--- src/rtl/pc_pkg.sv ---
// rtl/pc_pkg.sv - shared defaults and types for the fetch-stage program counter
//
// Purpose: default width, reset value and increment step for program_counter,
//          plus the pc_t address type at the default width.
// Ports:   none (package).
// Options: PC_WRAP_FLAG_EN (consumed by program_counter, not by this package).

package pc_pkg;

  localparam int PC_WIDTH_DEFAULT  = 12;
  localparam int RESET_VAL_DEFAULT = 0;
  localparam int INC_STEP_DEFAULT  = 1;

  typedef logic [PC_WIDTH_DEFAULT-1:0] pc_t;

endpackage : pc_pkg

--- src/rtl/pc_next_mux.sv ---
// rtl/pc_next_mux.sv - next-PC priority select (load / increment / hold)
//
// Purpose: combinational next-state for the program counter register.
// Ports:
//   pc_i     current PC
//   load_i   load enable (highest priority)
//   inc_i    increment enable
//   val_i    absolute load value
//   next_o   next PC value
//   carry_o  1 when an increment is selected and it carries out of PC_WIDTH bits

module pc_next_mux
  import pc_pkg::*;
#(
  parameter int PC_WIDTH = PC_WIDTH_DEFAULT,
  parameter int INC_STEP = INC_STEP_DEFAULT
) (
  input  logic [PC_WIDTH-1:0] pc_i,
  input  logic                load_i,
  input  logic                inc_i,
  input  logic [PC_WIDTH-1:0] val_i,
  output logic [PC_WIDTH-1:0] next_o,
  output logic                carry_o
);

  localparam logic [PC_WIDTH-1:0] STEP = PC_WIDTH'(INC_STEP);

  // One extra bit holds the carry out of the modulo-2^PC_WIDTH add.
  logic [PC_WIDTH:0] sum;
  assign sum = {1'b0, pc_i} + {1'b0, STEP};

  // if/else (rather than a ternary) so an unknown enable falls through to hold.
  always_comb begin
    next_o  = pc_i;
    carry_o = 1'b0;
    if (load_i == 1'b1) begin
      next_o = val_i;
    end else if (inc_i == 1'b1) begin
      next_o  = sum[PC_WIDTH-1:0];
      carry_o = sum[PC_WIDTH];
    end
  end

endmodule : pc_next_mux

--- src/rtl/program_counter.sv ---
// rtl/program_counter.sv - 12-bit fetch-stage program counter register
//
// Purpose: holds the instruction address; each edge loads, increments or holds.
// Ports:
//   i_clk     system clock, rising edge
//   i_rst     asynchronous active-low reset, forces RESET_VAL
//   i_loadPC  load enable, o_PC <= i_PCVal (wins over i_incPC)
//   i_incPC   increment enable, o_PC <= o_PC + INC_STEP
//   i_PCVal   absolute load value
//   o_PC      current PC, straight from the register
//   o_wrap    (PC_WRAP_FLAG_EN only) one-cycle pulse after an increment that wrapped
// Options: PC_WRAP_FLAG_EN adds o_wrap; without it wrap-around is silent.

module program_counter
  import pc_pkg::*;
#(
  parameter int PC_WIDTH  = PC_WIDTH_DEFAULT,
  parameter int RESET_VAL = RESET_VAL_DEFAULT,
  parameter int INC_STEP  = INC_STEP_DEFAULT
) (
  input  logic                i_clk,
  input  logic                i_rst,
  input  logic                i_loadPC,
  input  logic                i_incPC,
  input  logic [PC_WIDTH-1:0] i_PCVal,
`ifdef PC_WRAP_FLAG_EN
  output logic                o_wrap,
`endif
  output logic [PC_WIDTH-1:0] o_PC
);

  localparam logic [PC_WIDTH-1:0] RST_PC = PC_WIDTH'(RESET_VAL);

  logic [PC_WIDTH-1:0] pc_q;
  logic [PC_WIDTH-1:0] pc_d;
  logic                carry;

  pc_next_mux #(
    .PC_WIDTH (PC_WIDTH),
    .INC_STEP (INC_STEP)
  ) u_next (
    .pc_i    (pc_q),
    .load_i  (i_loadPC),
    .inc_i   (i_incPC),
    .val_i   (i_PCVal),
    .next_o  (pc_d),
    .carry_o (carry)
  );

  always_ff @(posedge i_clk or negedge i_rst) begin
    if (!i_rst) begin
      pc_q <= RST_PC;
    end else begin
      pc_q <= pc_d;
    end
  end

  assign o_PC = pc_q;

`ifdef PC_WRAP_FLAG_EN
  // carry is only raised on a selected increment, so loads never set the flag.
  logic wrap_q;
  logic wrap_d;
  assign wrap_d = carry;

  always_ff @(posedge i_clk or negedge i_rst) begin
    if (!i_rst) begin
      wrap_q <= 1'b0;
    end else begin
      wrap_q <= wrap_d;
    end
  end

  assign o_wrap = wrap_q;
`else
  logic unused_carry;
  assign unused_carry = carry;
`endif

endmodule : program_counter

--- config.mk ---
export PLATFORM = sky130hd
export DESIGN_NAME = program_counter
export DESIGN_NICKNAME = d
export VERILOG_FILES = /design/src/rtl/pc_pkg.sv /design/src/rtl/pc_next_mux.sv /design/src/rtl/program_counter.sv
export SDC_FILE = /design/constraint.sdc
export NUM_CORES = 1
export LEC_CHECK = 0
export BUFFER_PORTS_ARGS = -buffer_cell sky130_fd_sc_hd__buf_2
export CAP_MARGIN = 10
export CORE_MARGIN = 2
export CORE_UTILIZATION = 48
export CTS_BUF_LIST = sky130_fd_sc_hd__clkbuf_4
export DETAILED_ROUTE_END_ITERATION = 16
export GPL_TIMING_DRIVEN = 0
export HOLD_SLACK_MARGIN = 0.15
export PLACE_DENSITY_LB_ADDON = 0.08
export SYNTH_ARGS = -nofsm -noshare
export SYNTH_HDL_FRONTEND = slang
export SYNTH_SLANG_ARGS = --single-unit
--- constraint.sdc ---
create_clock -name i_clk -period 2.1 [get_ports i_clk]
set_input_delay 0 -clock i_clk [delete_from_list [all_inputs] [get_ports i_clk]]
set_output_delay 0 -clock i_clk [all_outputs]
set_load 0.01 [all_outputs]
-- Word-level counts from Yosys, hierarchy flattened
Index checks and enable logic that the tools add are counted.
- register bits: 12
- output and inout port bits: 12
- bits of input ports: 16
- $add $sub $neg: 1
- reductions and logical operators: 1
- multiplexer cells: 2
- operator list (cell ; number):
    $mux W12 ; 2
    $add A12 B1 Y12 const B ; 1
    $reduce_bool A2 Y1 ; 1

-- Depth between registers and ports, before layout
- word-level depth: 3
- gate-level depth with buffers: 4

-- Modules after synthesis
A second synthesis with hierarchy kept.
- cells, all modules: 72
- area, all modules: 671.9 sq um
- modules (own cells, without submodules) (module ; times used ; area each (sq um) ; cells an instance):
    pc_next_mux ; 1 ; 371.6 ; 60
    program_counter ; 1 ; 300.3 ; 12

-- Least setup slack after synthesis
OpenSTA, ideal clock, no wires.
- path type: register -> register
- start: register pc_q[0], in the netlist o_PC[0]
- end: register pc_q[10], in the netlist o_PC[10]
- cell stages (with the launch flop): 5
- setup slack: 0.545 ns
- arrival time: 1.473 ns
- buffers on the path: 0
- path through: dfrtp_1 > ha_1 > nand3_1 > or4_1 > a31oi_1
- longest elaborated chain between the ends: 3
- ends and longest elaborated chain (element ; RTL line ; RTL):
    start, declared ; program_counter.sv:34 ; logic [PC_WIDTH-1:0] pc_q;
    start signal, assigned ; program_counter.sv:54 ; pc_q <= pc_d;
    $add A12 B1 Y12 ; pc_next_mux.sv:30 ; assign sum = {1'b0, pc_i} + {1'b0, STEP};
    $mux W12 ; pc_next_mux.sv:38 ; end else if (inc_i == 1'b1) begin
    $mux W12 ; pc_next_mux.sv:36 ; if (load_i == 1'b1) begin
No other way between the ends. The select of a mux whose other input is x is not followed.
A chain may end at the register's enable or synchronous reset.

-- Worst setup path after layout
Same ends and word-level chain as after synthesis.

==> out/metrics.csv <==
stage,metric,value,unit
run_status,status,completed,
timing,RSZ-0062 raised after global routing,no,
place,pre-CTS setup slack,0.501,ns
critical_path,"Cell Chain, Critical Path",ha_1 -> nand3_1 -> or4_1 -> a31oi_1,
place,Placed Area,836,µm²
logic_synthesis,Simple-Gate Fraction of Synth Area,27.3,%
grt,largest net degree at the start of global routing,13,
timing,Max Clock Skew,0.000569,ns
route,Avg Vias per Cell,5.45,
critical_path,CP top delay family,simple AND/OR/NAND/NOR gates,
logic_synthesis,average cell area after synthesis,9.61,µm²
clock_tree,Sink Count,12,
timing,post-route worst setup slack,0.481,ns
hold_path,hold crit path type,primary input to register,
grt,GRT Total Usage,21.6,%
timing,final setup fails,0,
floorplanning,boundary pin count,28,
place,port bufs,25,
timing,final-report max-slew violation count,0,
clock_tree,Num CTS Buffers,3,
grt,first-pass GRT wire length,2.90,mm
logic_synthesis,post-synthesis net count,89,
logic_synthesis,largest family of logic cells by synthesized area,simple AND/OR/NAND/NOR gates,
critical_path,CP max stage cell,or4_1,
final_layout,Top reg by flops,o_PC,
floorplanning,core box area,1320,µm²
floorplanning,Starting Density,52.5,%
grt,vias in the first global route,628,
route,DRT iter0 DRCs,10,
clock_tree,Root Buffer,clkbuf_4,
critical_path,worst-path maximum fanout,4,
place,Final GP Congestion,0.729,
timing,worst slew pin tran,0.547,ns
power,Peak VDD IR,0.000425,V
critical_path,CP Class,register to register,
place,dpl hpwl,1.11,mm
critical_path,crit-path max cell delay,0.53,ns
critical_path,crit path launch type,register,
flow_run,MaxCap Viol Count,0,
logic_synthesis,register bit total from synthesis,12,
power,Power per Cell Area,578,nW/µm²
final_layout,layout cells sized above 1,28.1,%
grt,antenna violations before repair,0,
route,DR vias,703,
logic_synthesis,"Seq/Total Area, Yosys",43.4,%
route,DR WL/cell,13.0,µm
route,# DRC,0,
logic_synthesis,Mapped Area,692,µm²
power,total power,0.578,mW
critical_path,Arrival @ worst endpoint,1.81,ns
logic_synthesis,Gate Count Post-Synth,72,
timing,min Tclk post-route,1.62,ns
clock_tree,CTS-repair resized insts,0,
floorplanning,width of the die,42.0,µm
final_layout,final-stage net count,133,
clock_tree,CTS max path bufs,2,
final_layout,cell area after layout,998,µm²
clock_tree,setup bufs post-CTS,0,
logic_synthesis,Synth Area in Adders,1.81,%
place,post-placement cell count,112,
final_layout,n_diodes,0,
timing,final period utilization,77.1,%
logic_synthesis,Synth Area in Compound Gates,12.5,%
floorplanning,row cnt,13,
logic_synthesis,"Distinct cells, synth",21,
final_layout,Largest regs,o_PC x12,
timing,fmax,618,MHz
final_layout,final std cells w/o fill,129,
clock_tree,# H-tree levels,1,
logic_synthesis,post-synthesis mux area share,5.79,%
logic_synthesis,YS warnings,0,
route,Antenna Violating Nets Remaining,0,
grt,total gr overflow,0,
timing,setup TNS,0,ns
power,leak pwr,0.442,nW
clock_tree,worst skew pair latency,0.26,ns
floorplanning,Die ar.,1760,µm²
critical_path,Buf/Inv on CP,0,
route,final WL,1.68,mm
final_layout,most frequent cells in the layout,"buf_2, dlygate4sd3_1, dfrtp_1",
critical_path,CP Capture Type,register,
final_layout,Synth-to-Final Area Change,44.3,%
critical_path,Required @ worst endpoint,2.29,ns
final_layout,Largest register FFs,12,
final_layout,"Core Util, Final",75.8,%
timing,Hold Fails Final Rpt,0,
route,first-pass iteration count of the detailed router,4,
timing,Max-slew headroom,63.4,%
floorplanning,die height,42.0,µm
clock_tree,hold buffer count at cts,14,
final_layout,"most common cell after layout, fill and taps aside",buf_2,
clock_tree,CTS tree,done,
logic_synthesis,Synth Area in XOR/XNOR,6.33,%
timing,Hold WS,0.153,ns
clock_tree,clock-pin slew on the worst setup and hold paths,0.08,ns
-- worst paths after layout --
path | from | endpoint | slack, ns | cells past startpoint
max | o_PC[0] | o_PC[10] | 0.48 | 4
min | i_incPC | o_PC[1] | 0.15 | 3
max reg2reg | o_PC[0] | o_PC[10] | 0.48 | 4
min reg2reg | o_PC[10] | o_PC[10] | 0.62 | 2
max in group asynchronous | i_rst | o_PC[4] | 0.97 | 3
min in group asynchronous | i_rst | o_PC[9] | 0.77 | 3
-- area by class of cell --
cell class,instances,area [µm²]
plain buffers,3,12.5
clock buffers,3,22.5
fillers,109,319
inverters,2,7.51
multi-input cells,55,372
flip-flops and latches,12,300
well taps,15,18.8
repair buffers,39,265
-- worst register-to-register path: stages (launching register included) --
cell and delay [ns]:
dfrtp_1 0.44, ha_1 0.24, nand3_1 0.16, or4_1 0.53, a31oi_1 0.17
-- Yosys cell counts --
master	count	area share, %
or4_1	5	5.4
xor2_1	4	5.1
nand2_1	11	6.0
buf_2	1	0.72
nand3_1	6	4.3
nor2_1	3	1.6
o21ai_0	6	4.3
o31ai_1	2	2.2
nand4_1	2	1.8
dfrtp_1	12	43
clkinv_1	1	0.54
nand4_4	2	6.1
mux2i_1	4	5.8
o211ai_1	3	3.3
ha_1	1	1.8
xnor2_1	1	1.3
nor4_1	1	0.90
clkbuf_1	2	1.1
inv_1	1	0.54
or3_2	1	1.1
a31oi_1	3	2.7
-- kinds of logic after synthesis --
logic type | after synthesis
AND/OR/NAND/NOR | 31
XOR/XNOR | 5
flip-flops | 12
AO/OA/AOI/OAI | 14
multiplexers | 4
adder cells (fa/ha/maj) | 1
buffers and inverters | 5
-- where the power goes --
group	total (mW)	internal, mW	switching, mW
registers	0.294	0.255	0.0392
logic	0.142	0.0724	0.0691
clock network	0.142	0.0662	0.0758
-- layer usage --
layer  routed length (µm)  share of wire (%)  vias up  GRT usage [%]
met5                    0                  0        -              0
met4                   15               0.89        0           5.81
met3                   66                3.9        2           5.22
met2                  818                 49       16           33.8
met1                  776                 46      331           29.8
li1                     -                  -      354              -
(Power assumes the default switching activity.)
